<file path="config.mk">
export PLATFORM = sky130hd
export DESIGN_NAME = fec2d_dec_pipe
export DESIGN_NICKNAME = d
export VERILOG_FILES = /design/src/rtl/fec2d_dec_pipe.sv
export SDC_FILE = /design/constraint.sdc
export NUM_CORES = 1
export LEC_CHECK = 0
export CAP_MARGIN = 5
export CORE_ASPECT_RATIO = 0.75
export CORE_MARGIN = 10
export CORE_UTILIZATION = 35
export CTS_CLUSTER_SIZE = 24
export DETAILED_ROUTE_END_ITERATION = 6
export GPL_ROUTABILITY_DRIVEN = 1
export MAX_ROUTING_LAYER = met4
export PLACE_DENSITY = 0.68
export RECOVER_POWER = 50
export SYNTH_ARGS = -nofsm -noshare
export SYNTH_HDL_FRONTEND = slang
export SYNTH_SLANG_ARGS = --single-unit
</file>
<file path="constraint.sdc">
create_clock -name clk -period 14.9 [get_ports clk]
set_input_delay 1.49 -clock clk [delete_from_list [all_inputs] [get_ports clk]]
set_output_delay 1.49 -clock clk [all_outputs]
set_load 0.02 [all_outputs]
</file>
<file path="src/rtl/fec2d_dec_pipe.sv">
// Two-stage streaming 2D-parity FEC decoder: S1 captures data and syndromes, S2 holds the
// classified and optionally corrected word. One word per cycle with valid/ready on both sides.
module fec2d_dec_pipe #(
  parameter int unsigned WIDTH = 8,
  parameter int unsigned DEPTH = 8,
  parameter int unsigned CNT_W = 16
) (
  input  logic                     clk,
  input  logic                     rst,
  input  logic                     in_valid,
  output logic                     in_ready,
  input  logic [WIDTH*DEPTH-1:0]   in_data,
  input  logic [DEPTH-1:0]         in_row_par,
  input  logic [WIDTH-1:0]         in_col_par,
  input  logic                     in_tot_par,
  input  logic                     correct_en,
  output logic                     out_valid,
  input  logic                     out_ready,
  output logic [WIDTH*DEPTH-1:0]   out_data,
  output logic [1:0]               out_status,
  output logic [$clog2(DEPTH)-1:0] out_err_row,
  output logic [$clog2(WIDTH)-1:0] out_err_col,
  input  logic                     clr_cnt,
  output logic [CNT_W-1:0]         cnt_corr,
  output logic [CNT_W-1:0]         cnt_uncorr
);

  localparam int unsigned N  = WIDTH * DEPTH;
  localparam int unsigned RW = $clog2(DEPTH);
  localparam int unsigned CW = $clog2(WIDTH);

  typedef enum logic [1:0] {
    StClean      = 2'd0,
    StCorrected  = 2'd1,
    StParityOnly = 2'd2,
    StUncorr     = 2'd3
  } status_e;

  // Holds in_ready low until the first clock edge after reset is released.
  logic init_q;

  logic             s1_valid_q;
  logic [N-1:0]     s1_data_q;
  logic [DEPTH-1:0] s1_rs_q;
  logic [WIDTH-1:0] s1_cs_q;
  logic             s1_ts_q;
  logic             s1_ce_q;

  logic             s2_valid_q;
  logic [N-1:0]     s2_data_q;
  status_e          s2_status_q;
  logic [RW-1:0]    s2_row_q;
  logic [CW-1:0]    s2_col_q;

  logic [CNT_W-1:0] cnt_corr_q, cnt_corr_d;
  logic [CNT_W-1:0] cnt_uncorr_q, cnt_uncorr_d;

  logic             s1_adv;
  logic             in_fire;
  logic             out_fire;

  logic [DEPTH-1:0] calc_row;
  logic [WIDTH-1:0] calc_col;
  logic             calc_tot;

  logic [N-1:0]     s2_data_d;
  status_e          s2_status_d;
  logic [RW-1:0]    s2_row_d;
  logic [CW-1:0]    s2_col_d;

  assign s1_adv   = !s2_valid_q || out_ready;
  assign in_ready = init_q && (!s1_valid_q || s1_adv);
  assign in_fire  = in_valid && in_ready;
  assign out_fire = s2_valid_q && out_ready;

  always_comb begin
    calc_row = '0;
    calc_col = '0;
    for (int r = 0; r < int'(DEPTH); r++) begin
      for (int c = 0; c < int'(WIDTH); c++) begin
        calc_row[r] = calc_row[r] ^ in_data[r*WIDTH+c];
        calc_col[c] = calc_col[c] ^ in_data[r*WIDTH+c];
      end
    end
    calc_tot = ^in_data;
  end

  always_ff @(posedge clk or posedge rst) begin
    if (rst) begin
      init_q     <= 1'b0;
      s1_valid_q <= 1'b0;
      s1_data_q  <= '0;
      s1_rs_q    <= '0;
      s1_cs_q    <= '0;
      s1_ts_q    <= 1'b0;
      s1_ce_q    <= 1'b0;
    end else begin
      init_q <= 1'b1;
      if (init_q && (!s1_valid_q || s1_adv)) begin
        s1_valid_q <= in_valid;
      end
      if (in_fire) begin
        s1_data_q <= in_data;
        s1_rs_q   <= in_row_par ^ calc_row;
        s1_cs_q   <= in_col_par ^ calc_col;
        s1_ts_q   <= in_tot_par ^ calc_tot;
        s1_ce_q   <= correct_en;
      end
    end
  end

  // With one-hot row and column syndromes the flip mask has exactly one bit set.
  always_comb begin
    logic [N-1:0]  flip_mask;
    logic [RW-1:0] row_idx;
    logic [CW-1:0] col_idx;
    flip_mask   = '0;
    row_idx     = '0;
    col_idx     = '0;
    s2_data_d   = s1_data_q;
    s2_status_d = StUncorr;
    s2_row_d    = '0;
    s2_col_d    = '0;
    for (int r = 0; r < int'(DEPTH); r++) begin
      for (int c = 0; c < int'(WIDTH); c++) begin
        flip_mask[r*WIDTH+c] = s1_rs_q[r] & s1_cs_q[c];
      end
      if (s1_rs_q[r]) row_idx = RW'(r);
    end
    for (int c = 0; c < int'(WIDTH); c++) begin
      if (s1_cs_q[c]) col_idx = CW'(c);
    end

    if (s1_rs_q == '0 && s1_cs_q == '0 && !s1_ts_q) begin
      s2_status_d = StClean;
    end else if ($onehot(s1_rs_q) && $onehot(s1_cs_q) && s1_ts_q) begin
      if (s1_ce_q) begin
        s2_data_d   = s1_data_q ^ flip_mask;
        s2_status_d = StCorrected;
        s2_row_d    = row_idx;
        s2_col_d    = col_idx;
      end
    end else if ($onehot({s1_rs_q, s1_cs_q, s1_ts_q})) begin
      s2_status_d = StParityOnly;
    end
  end

  always_ff @(posedge clk or posedge rst) begin
    if (rst) begin
      s2_valid_q  <= 1'b0;
      s2_data_q   <= '0;
      s2_status_q <= StClean;
      s2_row_q    <= '0;
      s2_col_q    <= '0;
    end else if (s1_adv) begin
      s2_valid_q <= s1_valid_q;
      if (s1_valid_q) begin
        s2_data_q   <= s2_data_d;
        s2_status_q <= s2_status_d;
        s2_row_q    <= s2_row_d;
        s2_col_q    <= s2_col_d;
      end
    end
  end

  always_comb begin
    cnt_corr_d   = cnt_corr_q;
    cnt_uncorr_d = cnt_uncorr_q;
    if (clr_cnt) begin
      cnt_corr_d   = '0;
      cnt_uncorr_d = '0;
    end else if (out_fire) begin
      if ((s2_status_q == StCorrected || s2_status_q == StParityOnly) && cnt_corr_q != '1) begin
        cnt_corr_d = cnt_corr_q + CNT_W'(1);
      end
      if (s2_status_q == StUncorr && cnt_uncorr_q != '1) begin
        cnt_uncorr_d = cnt_uncorr_q + CNT_W'(1);
      end
    end
  end

  always_ff @(posedge clk or posedge rst) begin
    if (rst) begin
      cnt_corr_q   <= '0;
      cnt_uncorr_q <= '0;
    end else begin
      cnt_corr_q   <= cnt_corr_d;
      cnt_uncorr_q <= cnt_uncorr_d;
    end
  end

  assign out_valid   = s2_valid_q;
  assign out_data    = s2_data_q;
  assign out_status  = s2_status_q;
  assign out_err_row = s2_row_q;
  assign out_err_col = s2_col_q;
  assign cnt_corr    = cnt_corr_q;
  assign cnt_uncorr  = cnt_uncorr_q;

endmodule

</file>
After elaboration in Yosys (flattened, before gate mapping)
Index checks and enable logic that the tools add are counted.
- add/sub/neg operators: 32
- eq/ne operators: 8
- multiplexer cells: 33
- bitwise operators: 180
- reduce and logical (&&, ||, !) cells: 24
- operator list (cell ; count):
    64-bit two-way mux ; 3
    1-bit bitwise XOR ; 113
    16-bit two-way mux ; 6
    1-bit AND ; 64
    64-bit XOR reduction ; 1
    64-bit bitwise XOR ; 1
    3-bit two-way mux ; 18
    1-bit by 1-bit adder with 2-bit output ; 16
    16-bit by 1-bit adder with 16-bit output, second input constant ; 2
    16-bit != test, second input constant ; 2
    2-bit by 2-bit adder with 3-bit output ; 8
    3-bit by 3-bit adder with 4-bit output ; 4
    8-bit zero test ; 2
    8-bit bitwise XOR ; 2
    1-bit logical AND ; 9
    4-bit by 1-bit == test with 1-bit output, second input constant ; 2
    2-bit two-way mux ; 3
    2-bit AND reduction ; 3
    2-bit nonzero test ; 3
    4-bit by 4-bit adder with 5-bit output ; 1
    5-bit by 1-bit adder with 5-bit output ; 1
    5-bit by 1-bit == test with 1-bit output, second input constant ; 1
    2-bit == test, second input constant ; 2
    1-bit zero test ; 3
    other kinds (3) ; 7
- bits in registers: 189
- bits of input ports: 87
- word-level logic and storage cells: 291

Longest topological paths before layout
Gate-level depths: netlist (run 1).
- depth in word-level cells: 10
- depth in mapped cells: 16
- depth with buffers taken out: 15

Worst setup path before layout (run 1)
OpenSTA, ideal clock, no wires.
- path kind: flip-flop to flip-flop
- start point: register s1_rs_q[5]
- end point: register s2_status_q[0], in the netlist out_status[0]
- library setup time: 0.129 ns
- arrival: 4.118 ns
- data required time: 14.771 ns
- path slack: 10.653 ns
- stages on the path, launching flop included: 16
- buffers on the path: 1
- path through: dfrtp_1 > clkbuf_1 > inv_1 > fa_1 > inv_1 > fa_1 > fa_1 > inv_1 > fa_1 > inv_1 > fa_1 > fa_1 > nor4b_1 > nand2_1 > nor2_1 > o21ai_0
- longest elaborated chain between the ends: 9
- ends and longest elaborated chain (element ; RTL line ; text):
    start: declaration ; 44 ; logic [DEPTH-1:0] s1_rs_q;
    start signal: assignment ; 104 ; s1_rs_q <= in_row_par ^ calc_row;
    1-bit by 1-bit adder with 2-bit output (not written as such) ; 143 ; end else if ($onehot({s1_rs_q, s1_cs_q, s1_ts_q})) begin
    2-bit by 2-bit adder with 3-bit output (not written as such) ; 143 ;
    3-bit by 3-bit adder with 4-bit output (not written as such) ; 143 ;
    4-bit by 4-bit adder with 5-bit output (not written as such) ; 143 ;
    5-bit by 1-bit adder with 5-bit output (not written as such) ; 143 ;
    5-bit by 1-bit == test with 1-bit output ; 143 ;
    1-bit two-way mux ; 143 ;
    2-bit two-way mux ; 136 ; end else if ($onehot(s1_rs_q) && $onehot(s1_cs_q) && s1_ts_q) begin
    2-bit two-way mux (*) ; 134 ; if (s1_rs_q == '0 && s1_cs_q == '0 && !s1_ts_q) begin
    end signal: assignment ; 152 ; s2_status_q <= StClean;
    end signal: assignment ; 159 ; s2_status_q <= s2_status_d;
    end: declaration ; 51 ; status_e s2_status_q;
Every way passes the cells marked *; elsewhere a longest branch is shown, timed or not.
A chain may end at the register's enable or synchronous reset.

==> out/results.tsv, run 1 <==
stage	metric	value	unit
outcome	status	complete, but fails checks	
outcome	failing checks	capacitance limit, slew limit	
clocking	Hold Buf Count CTS	0	
hold_path	min-delay src	out_data[30]$_DFFE_PP0P_	
logic_synthesis	Syn Std Cell Area	0.0103	mm2
layout	share of cells above drive strength 1	9.15	%
detailed_routing	via count	7573	
timing	final setup violation count	0	
power	Leakage	0.00549	uW
logic_synthesis	Post-Syn Nets	1113	
clocking	clock transition at the registers of the reported paths	0.08	ns
worst_setup_path	CP Class	in2async	
placement	IO Port Bufs	192	
global_route	first-pass GRT wire length	47200	um
logic_synthesis	Post-synth EDFFs	0	
floorplan	Core ar.	0.0290	mm2
worst_setup_path	critical path's largest stage delay	2.78	ns
worst_setup_path	Reg2Reg Setup Slack	9.80	ns
floorplan	die footprint	0.0367	mm2
clocking	CTS Buffer Depth	2	
global_route	largest net degree at the start of global routing	112	
placement	DP Worst Slack	9.81	ns
logic_synthesis	Ys Warns	0	
worst_setup_path	Req. time, crit path	15.32	ns
timing	Max Slew Vio Count	155	
detailed_routing	drt drc	0	
timing	RSZ-0062 raised after global routing	false	
detailed_routing	DR vias/cell	4.84	
floorplan	Die Y	168	um
layout	Final Cell Area	0.0131	mm2
logic_synthesis	dominant cell type by area after synthesis	dfrtp_1	
floorplan	site row count	54	
worst_setup_path	critical register-to-register path startpoint	s1_rs_q[0]$_DFFE_PP0P_	
clocking	Clock Latency Late Sink	0.45	ns
layout	Area Overhead vs Synth	27.7	%
logic_synthesis	share of the synthesized area in the top cell type	46.0	%
floorplan	IO Pins	193	
layout	nets@finish	1277	
logic_synthesis	post-synth cell types	42	
clocking	CTS Sinks	189	
detailed_routing	final WL	30900	um
clocking	CTS H-Tree Depth	4	
detailed_routing	WL per Instance	19.8	um
logic_synthesis	top cells by area, synth	dfrtp_1, xnor2_1, xor2_1	
clocking	Setup Buffers After CTS	0	
hold_path	hold path cells	2	
floorplan	Die W	218	um
worst_setup_path	worst-path cell chain	dlygate4sd3_1, clkinvlp_2, buf_4	
placement	placed inst area	0.0125	mm2
clocking	CTS tree	built	
worst_setup_path	Worst Path Max Fanout	111	
placement	DP HPWL	23400	um
timing	Slew Limit Headroom	-238	%
detailed_routing	first-pass iteration count of the detailed router	5	
logic_synthesis	sequential area share after synthesis	46.0	%
logic_synthesis	most instantiated cells after synthesis	dfrtp_1, xnor2_1, nand2_1	
worst_setup_path	crit path capture type	async pin	
power	Peak VDD IR	0.110	mV
logic_synthesis	count leader, synth	dfrtp_1	
global_route	Congestion Overflow GR	0	
run	Max Cap Viol	2	
layout	Core Util, Final	45.3	%
floorplan	starting density of the core	35.5	%
timing	setup_tns	0	ns
timing	maximum clock rate	0.177	GHz
global_route	GRT Util Overall	17.3	%
clocking	TritonCTS buffer count	17	
hold_path	Hold Path Class	reg2reg	
worst_setup_path	Reg2Reg Depth	13	
logic_synthesis	Yosys reg bits	189	
timing	Tcrit/Tclk final	38.0	%
logic_synthesis	Post-synth ARST share	100	%
detailed_routing	number of antenna-violating nets in the routed design	0	
logic_synthesis	Most used DFF post-synth	dfrtp_1	
global_route	initial antenna violation count	2	
worst_setup_path	Worst path slowest cell	clkinvlp_2	
worst_setup_path	Reg2Reg Capture Point	out_data[12]$_DFFE_PP0P_	
worst_setup_path	Critical Path Source Type	input port	
clocking	Root Buffer	clkbuf_16	
timing	worst-margin pin slew	5.05	ns
logic_synthesis	syn avg cell area	10.4	um2
timing	clock skew	0.0101	ns
global_route	via count of the first global-routing pass	7895	
worst_setup_path	Critical Path AT	6.09	ns
hold_path	Min-Delay Endpoint	out_data[30]$_DFFE_PP0P_	
detailed_routing	DRT iter0 DRCs	623	
logic_synthesis	Mapped Cells	993	
clocking	post_cts resized	0	
placement	RD Place Congestion	0.872	
timing	Tmin final	5.66	ns
timing	final worst slack	9.24	ns
power	pwr dens	178	mW/mm2
timing	endpoints failing hold	0	
## state kept, by name, indices dropped and copies added, names as in the netlist
register / count
s1_cs_q: 8
s1_data_q: 64
s1_ts_q: 1
init_q: 1
cnt_corr: 16
out_valid: 1
out_err_row: 3
cnt_uncorr: 16
out_data: 64
s1_rs_q: 8
out_status: 2
out_err_col: 3
s1_ce_q: 1
s1_valid_q: 1
## stage by stage
step	power (uW)	cells	hold slack (ns)
CTS	2390	1562	0.486
detailed placement	1880	1530	0.469
floorplan	1490	993	0.472
global placement	1850	1530	0.464
finish	2330	1564	0.480
global route	2530	1564	0.509
## cells in the final DEF (no fill, tap or decap), types with 43 or more instances in the layout
master           synthesis  layout
xnor2_1                122     122
inv_1                   44      43
xor2_1                  97      97
nand2_1                116     115
dfrtp_1                189     189
mux2_2                  65      65
nand3_1                 74      74
dlygate4sd3_1            0     107
o21ai_0                 90      90
clkdlybuf4s50_1          0      85
## worst max-delay path by stage
stage / start / end / slack (ns) / cells past startpoint
after global placement: s1_rs_q[0]$_DFFE_PP0P_ / out_data[12]$_DFFE_PP0P_ / 9.94 / 13
after detailed placement: s1_rs_q[0]$_DFFE_PP0P_ / out_data[12]$_DFFE_PP0P_ / 9.81 / 13
after floorplan: rst / cnt_corr[0]$_DFFE_PP0P_ / 8.27 / 1
after CTS: s1_rs_q[0]$_DFFE_PP0P_ / out_data[12]$_DFFE_PP0P_ / 9.77 / 13
final: rst / s1_data_q[48]$_DFFE_PP0P_ / 9.24 / 3
after global routing: rst / out_err_col[1]$_DFFE_PP0P_ / 8.42 / 3
## layer usage
metal	vias to the layer above	global-route usage, %	share of wire, %
li1	3607	-	-
met1	3732	23.7	48
met2	210	24.6	44
met3	24	4.82	6.6
met4	0	4.37	1.2
met5	-	-	0
## worst max-delay path, delay by kind of cell
| family | cells | cell delay (ns) |
|---|---|---|
| buffers and inverters | 3 | 4.44 |
## where the power goes
group | internal [uW] | leakage (uW) | switching (uW)
clock network | 271 | 0.000303 | 226
logic | 468 | 0.00283 | 610
registers | 637 | 0.00236 | 123
total | 1380 | 0.00549 | 959
## cell families (layout without fill, tap and decap cells)
| family | Yosys count | in the layout | synth area share [%] |
|---|---|---|---|
| compound gates | 123 | 123 | 6.67 |
| xor+xnor | 222 | 222 | 19.2 |
| fa+ha+maj | 33 | 33 | 5.33 |
| buf+inv | 95 | 272 | 3.65 |
| flops | 189 | 189 | 46.0 |
| mux | 67 | 67 | 7.31 |
| other cells | 1 | 3 | 0.0365 |
| simple gates | 263 | 263 | 11.8 |
## cell type report
type,instances,area [um2]
diodes,2,5.00
clock buffers,17,425
clock inverters,15,199
fillers,2719,15900
inverters,44,166
multi-input cells,709,5160
flip-flops and latches,189,4730
well taps,392,490
repair buffers,196,1950
Note: power is estimated with default switching activity, not from simulation.
==> run 2, diff against run 1 <==
--- a/config.mk
+++ b/config.mk
@@ -13,7 +13,7 @@
 export DETAILED_ROUTE_END_ITERATION = 6
 export GPL_ROUTABILITY_DRIVEN = 1
 export MAX_ROUTING_LAYER = met4
-export PLACE_DENSITY = 0.68
+export PLACE_DENSITY = 0.71
 export RECOVER_POWER = 50
 export SYNTH_ARGS = -nofsm -noshare
 export SYNTH_HDL_FRONTEND = slang
==> constraint.sdc (replaced) <==
create_clock -name clk -period 4.8 [get_ports clk]
set_input_delay 0.48 -clock clk [delete_from_list [all_inputs] [get_ports clk]]
set_output_delay 0.48 -clock clk [all_outputs]
set_load 0.02 [all_outputs]
==> out/results.tsv, run 2 (same netlist as run 1, synthesis figures left out) <==
stage	metric	value	unit	change
clocking	TritonCTS buffer count	17		unchanged
placement	DP HPWL	23100	um	-1.2%
layout	nets@finish	1286		+0.70%
run	Max Cap Viol	1		-1
timing	worst-margin pin slew	2.69	ns	-2.36 ns
global_route	initial antenna violation count	1		-1
clocking	clock transition at the registers of the reported paths	0.08	ns	about the same
layout	diode count	0		-2
power	pwr dens	554	mW/mm2	+210%
power	Design Power	7310	uW	+210%
timing	clock skew	0.0110	ns	+0.000873 ns
global_route	first-pass GRT wire length	47100	um	-0.21%
timing	final worst slack	0.304	ns	-8.93 ns
detailed_routing	via count	7668		+1.3%
floorplan	site row count	54		unchanged
worst_setup_path	CP most frequent cell	fa_1		
placement	DP Worst Slack	0.252	ns	-9.56 ns
power	Leakage	0.00538	uW	-1.9%
placement	placed inst area	0.0126	mm2	+0.81%
clocking	CTS Buffer Depth	2		unchanged
timing	Tmin final	4.50	ns	
detailed_routing	WL per Instance	19.5	um	-1.6%
placement	RD Place Congestion	0.904		+3.7%
hold_path	Hold Path Class	reg2reg		
clocking	post_cts resized	0		unchanged
floorplan	Core ar.	0.0290	mm2	unchanged
global_route	largest net degree at the start of global routing	190		+70%
clocking	Hold Buf Count CTS	0		unchanged
global_route	Congestion Overflow GR	0		unchanged
clocking	Root Buffer	clkbuf_16		
worst_setup_path	Req. time, crit path	5.16	ns	-10.16 ns
layout	most frequent cells in the layout	dfrtp_1, clkdlybuf4s50_1, xnor2_1		
layout	Core Util, Final	45.5	%	+0.25 points
detailed_routing	number of antenna-violating nets in the routed design	0		unchanged
detailed_routing	final WL	30500	um	-1.2%
floorplan	Die Y	168	um	unchanged
outcome	status	complete, but fails checks		
timing	Tcrit/Tclk final	93.7	%	
worst_setup_path	critical path's largest stage delay	0.64	ns	-2.14 ns
layout	fill count	2738		+0.70%
floorplan	starting density of the core	35.5	%	unchanged
detailed_routing	drt drc	0		unchanged
timing	endpoints failing hold	0		unchanged
detailed_routing	first-pass iteration count of the detailed router	4		-1
worst_setup_path	Critical Path AT	4.86	ns	-1.23 ns
detailed_routing	DRT iter0 DRCs	660		+5.9%
timing	setup_tns	0	ns	unchanged
clocking	Setup Buffers After CTS	0		unchanged
worst_setup_path	Worst path slowest cell	fa_1		
global_route	via count of the first global-routing pass	7787		-1.4%
global_route	GRT Util Overall	17.2	%	-0.067 points
timing	Max Slew Vio Count	190		+23%
timing	final setup violation count	0		unchanged
worst_setup_path	crit path capture type	flip-flop		
floorplan	die footprint	0.0367	mm2	unchanged
timing	RSZ-0062 raised after global routing	false		
layout	share of cells above drive strength 1	9.85	%	+0.70 points
outcome	failing checks	capacitance limit, slew limit		
clocking	CTS H-Tree Depth	4		unchanged
clocking	CTS Sinks	189		unchanged
layout	Area Overhead vs Synth	28.4	%	
worst_setup_path	Critical Path Source Type	flip-flop		
worst_setup_path	Worst Path Max Fanout	17		-85%
timing	Slew Limit Headroom	-79.1	%	+160 points
layout	Final Cell Area	0.0132	mm2	+0.56%
floorplan	IO Pins	193		unchanged
power	Peak VDD IR	0.438	mV	+300%
placement	IO Port Bufs	192		unchanged
timing	maximum clock rate	0.222	GHz	
clocking	CTS tree	built		
floorplan	Die W	218	um	unchanged
worst_setup_path	worst-path cell chain	fa_1, inv_1, fa_1, fa_1, inv_1, ha_1, fa_1, a221o_1, nor4_4, buf_12, and2_1, nand2_1, xor2_1, o21ai_0		
layout	most common cell after layout, fill and taps aside	dfrtp_1		
clocking	Clock Latency Late Sink	0.45	ns	about the same
detailed_routing	DR vias/cell	4.88		+0.87%
worst_setup_path	CP Class	reg2reg		
[run 2: cell count changes in the layout (fill, tap and decap cells not counted), sizes merged, moves of 2 or more]
| cell | previous run | this run |
|---|---|---|
| buf | 4 | 12 |
| clkbuf | 17 | 20 |
| clkdlybuf4s50 | 85 | 146 |
| diode | 2 | 0 |
| dlygate4sd3 | 107 | 46 |
[run 2: path summary, 6_finish.rpt]
kind,start,to,slack [ns],cells past startpoint
setup / recovery,s1_rs_q[0]$_DFFE_PP0P_,out_data[35]$_DFFE_PP0P_,0.30,14
hold / removal,out_data[50]$_DFFE_PP0P_,out_data[50]$_DFFE_PP0P_,0.48,2
setup reg to reg,s1_rs_q[0]$_DFFE_PP0P_,out_data[35]$_DFFE_PP0P_,0.30,14
hold reg to reg,out_data[50]$_DFFE_PP0P_,out_data[50]$_DFFE_PP0P_,0.48,2
max in group asynchronous,rst,s1_data_q[4]$_DFFE_PP0P_,1.60,3
min in group asynchronous,rst,cnt_uncorr[5]$_DFFE_PP0P_,1.36,3
[run 2: layer usage]
layer | track usage [%] | share of wire, % | vias to the layer above | wire, um
met3 | 4.55 | 6.6 | 15 | 2030
li1 | - | - | 3621 | -
met5 | - | 0 | - | 0
met2 | 24.0 | 43 | 221 | 13200
met1 | 24.5 | 49 | 3811 | 15100
met4 | 3.46 | 0.77 | 0 | 235
[run 2: metrics by stage]
step,hold WS (ns),cells
2_1_floorplan,0.472,993
3_3_place_gp,0.465,1539
3_5_place_dp,0.471,1539
4_1_cts,0.488,1570
5_1_grt,0.509,1570
6_report,0.477,1570
[run 2: worst max-delay path: cells and delay by family, from the launching register on]
family / cells / cell delay [ns]
buf+inv: 3 / 0.31
flops: 1 / 0.51
fa+ha+maj: 5 / 2.19
compound gates: 2 / 0.49
xor+xnor: 1 / 0.16
simple gates: 3 / 0.75
[run 2: report_power, final]
part	total, uW	switching [uW]	internal (uW)
registers	2310	333	1980
logic	3520	1980	1550
clock network	1470	677	798
[run 2: area by class of cell]
| cell class | count | area (um2) | share of cell area [%] |
|---|---|---|---|
| Timing Repair Buffer | 205 | 2040 | 15.5 |
| Clock buffer | 19 | 443 | 3.35 |
| Tap cell | 392 | 490 | 3.71 |
| Sequential cell | 189 | 4730 | 35.8 |
| Multi-Input combinational cell | 709 | 5170 | 39.2 |
| Inverter | 44 | 169 | 1.28 |
| Clock inverter | 12 | 151 | 1.15 |
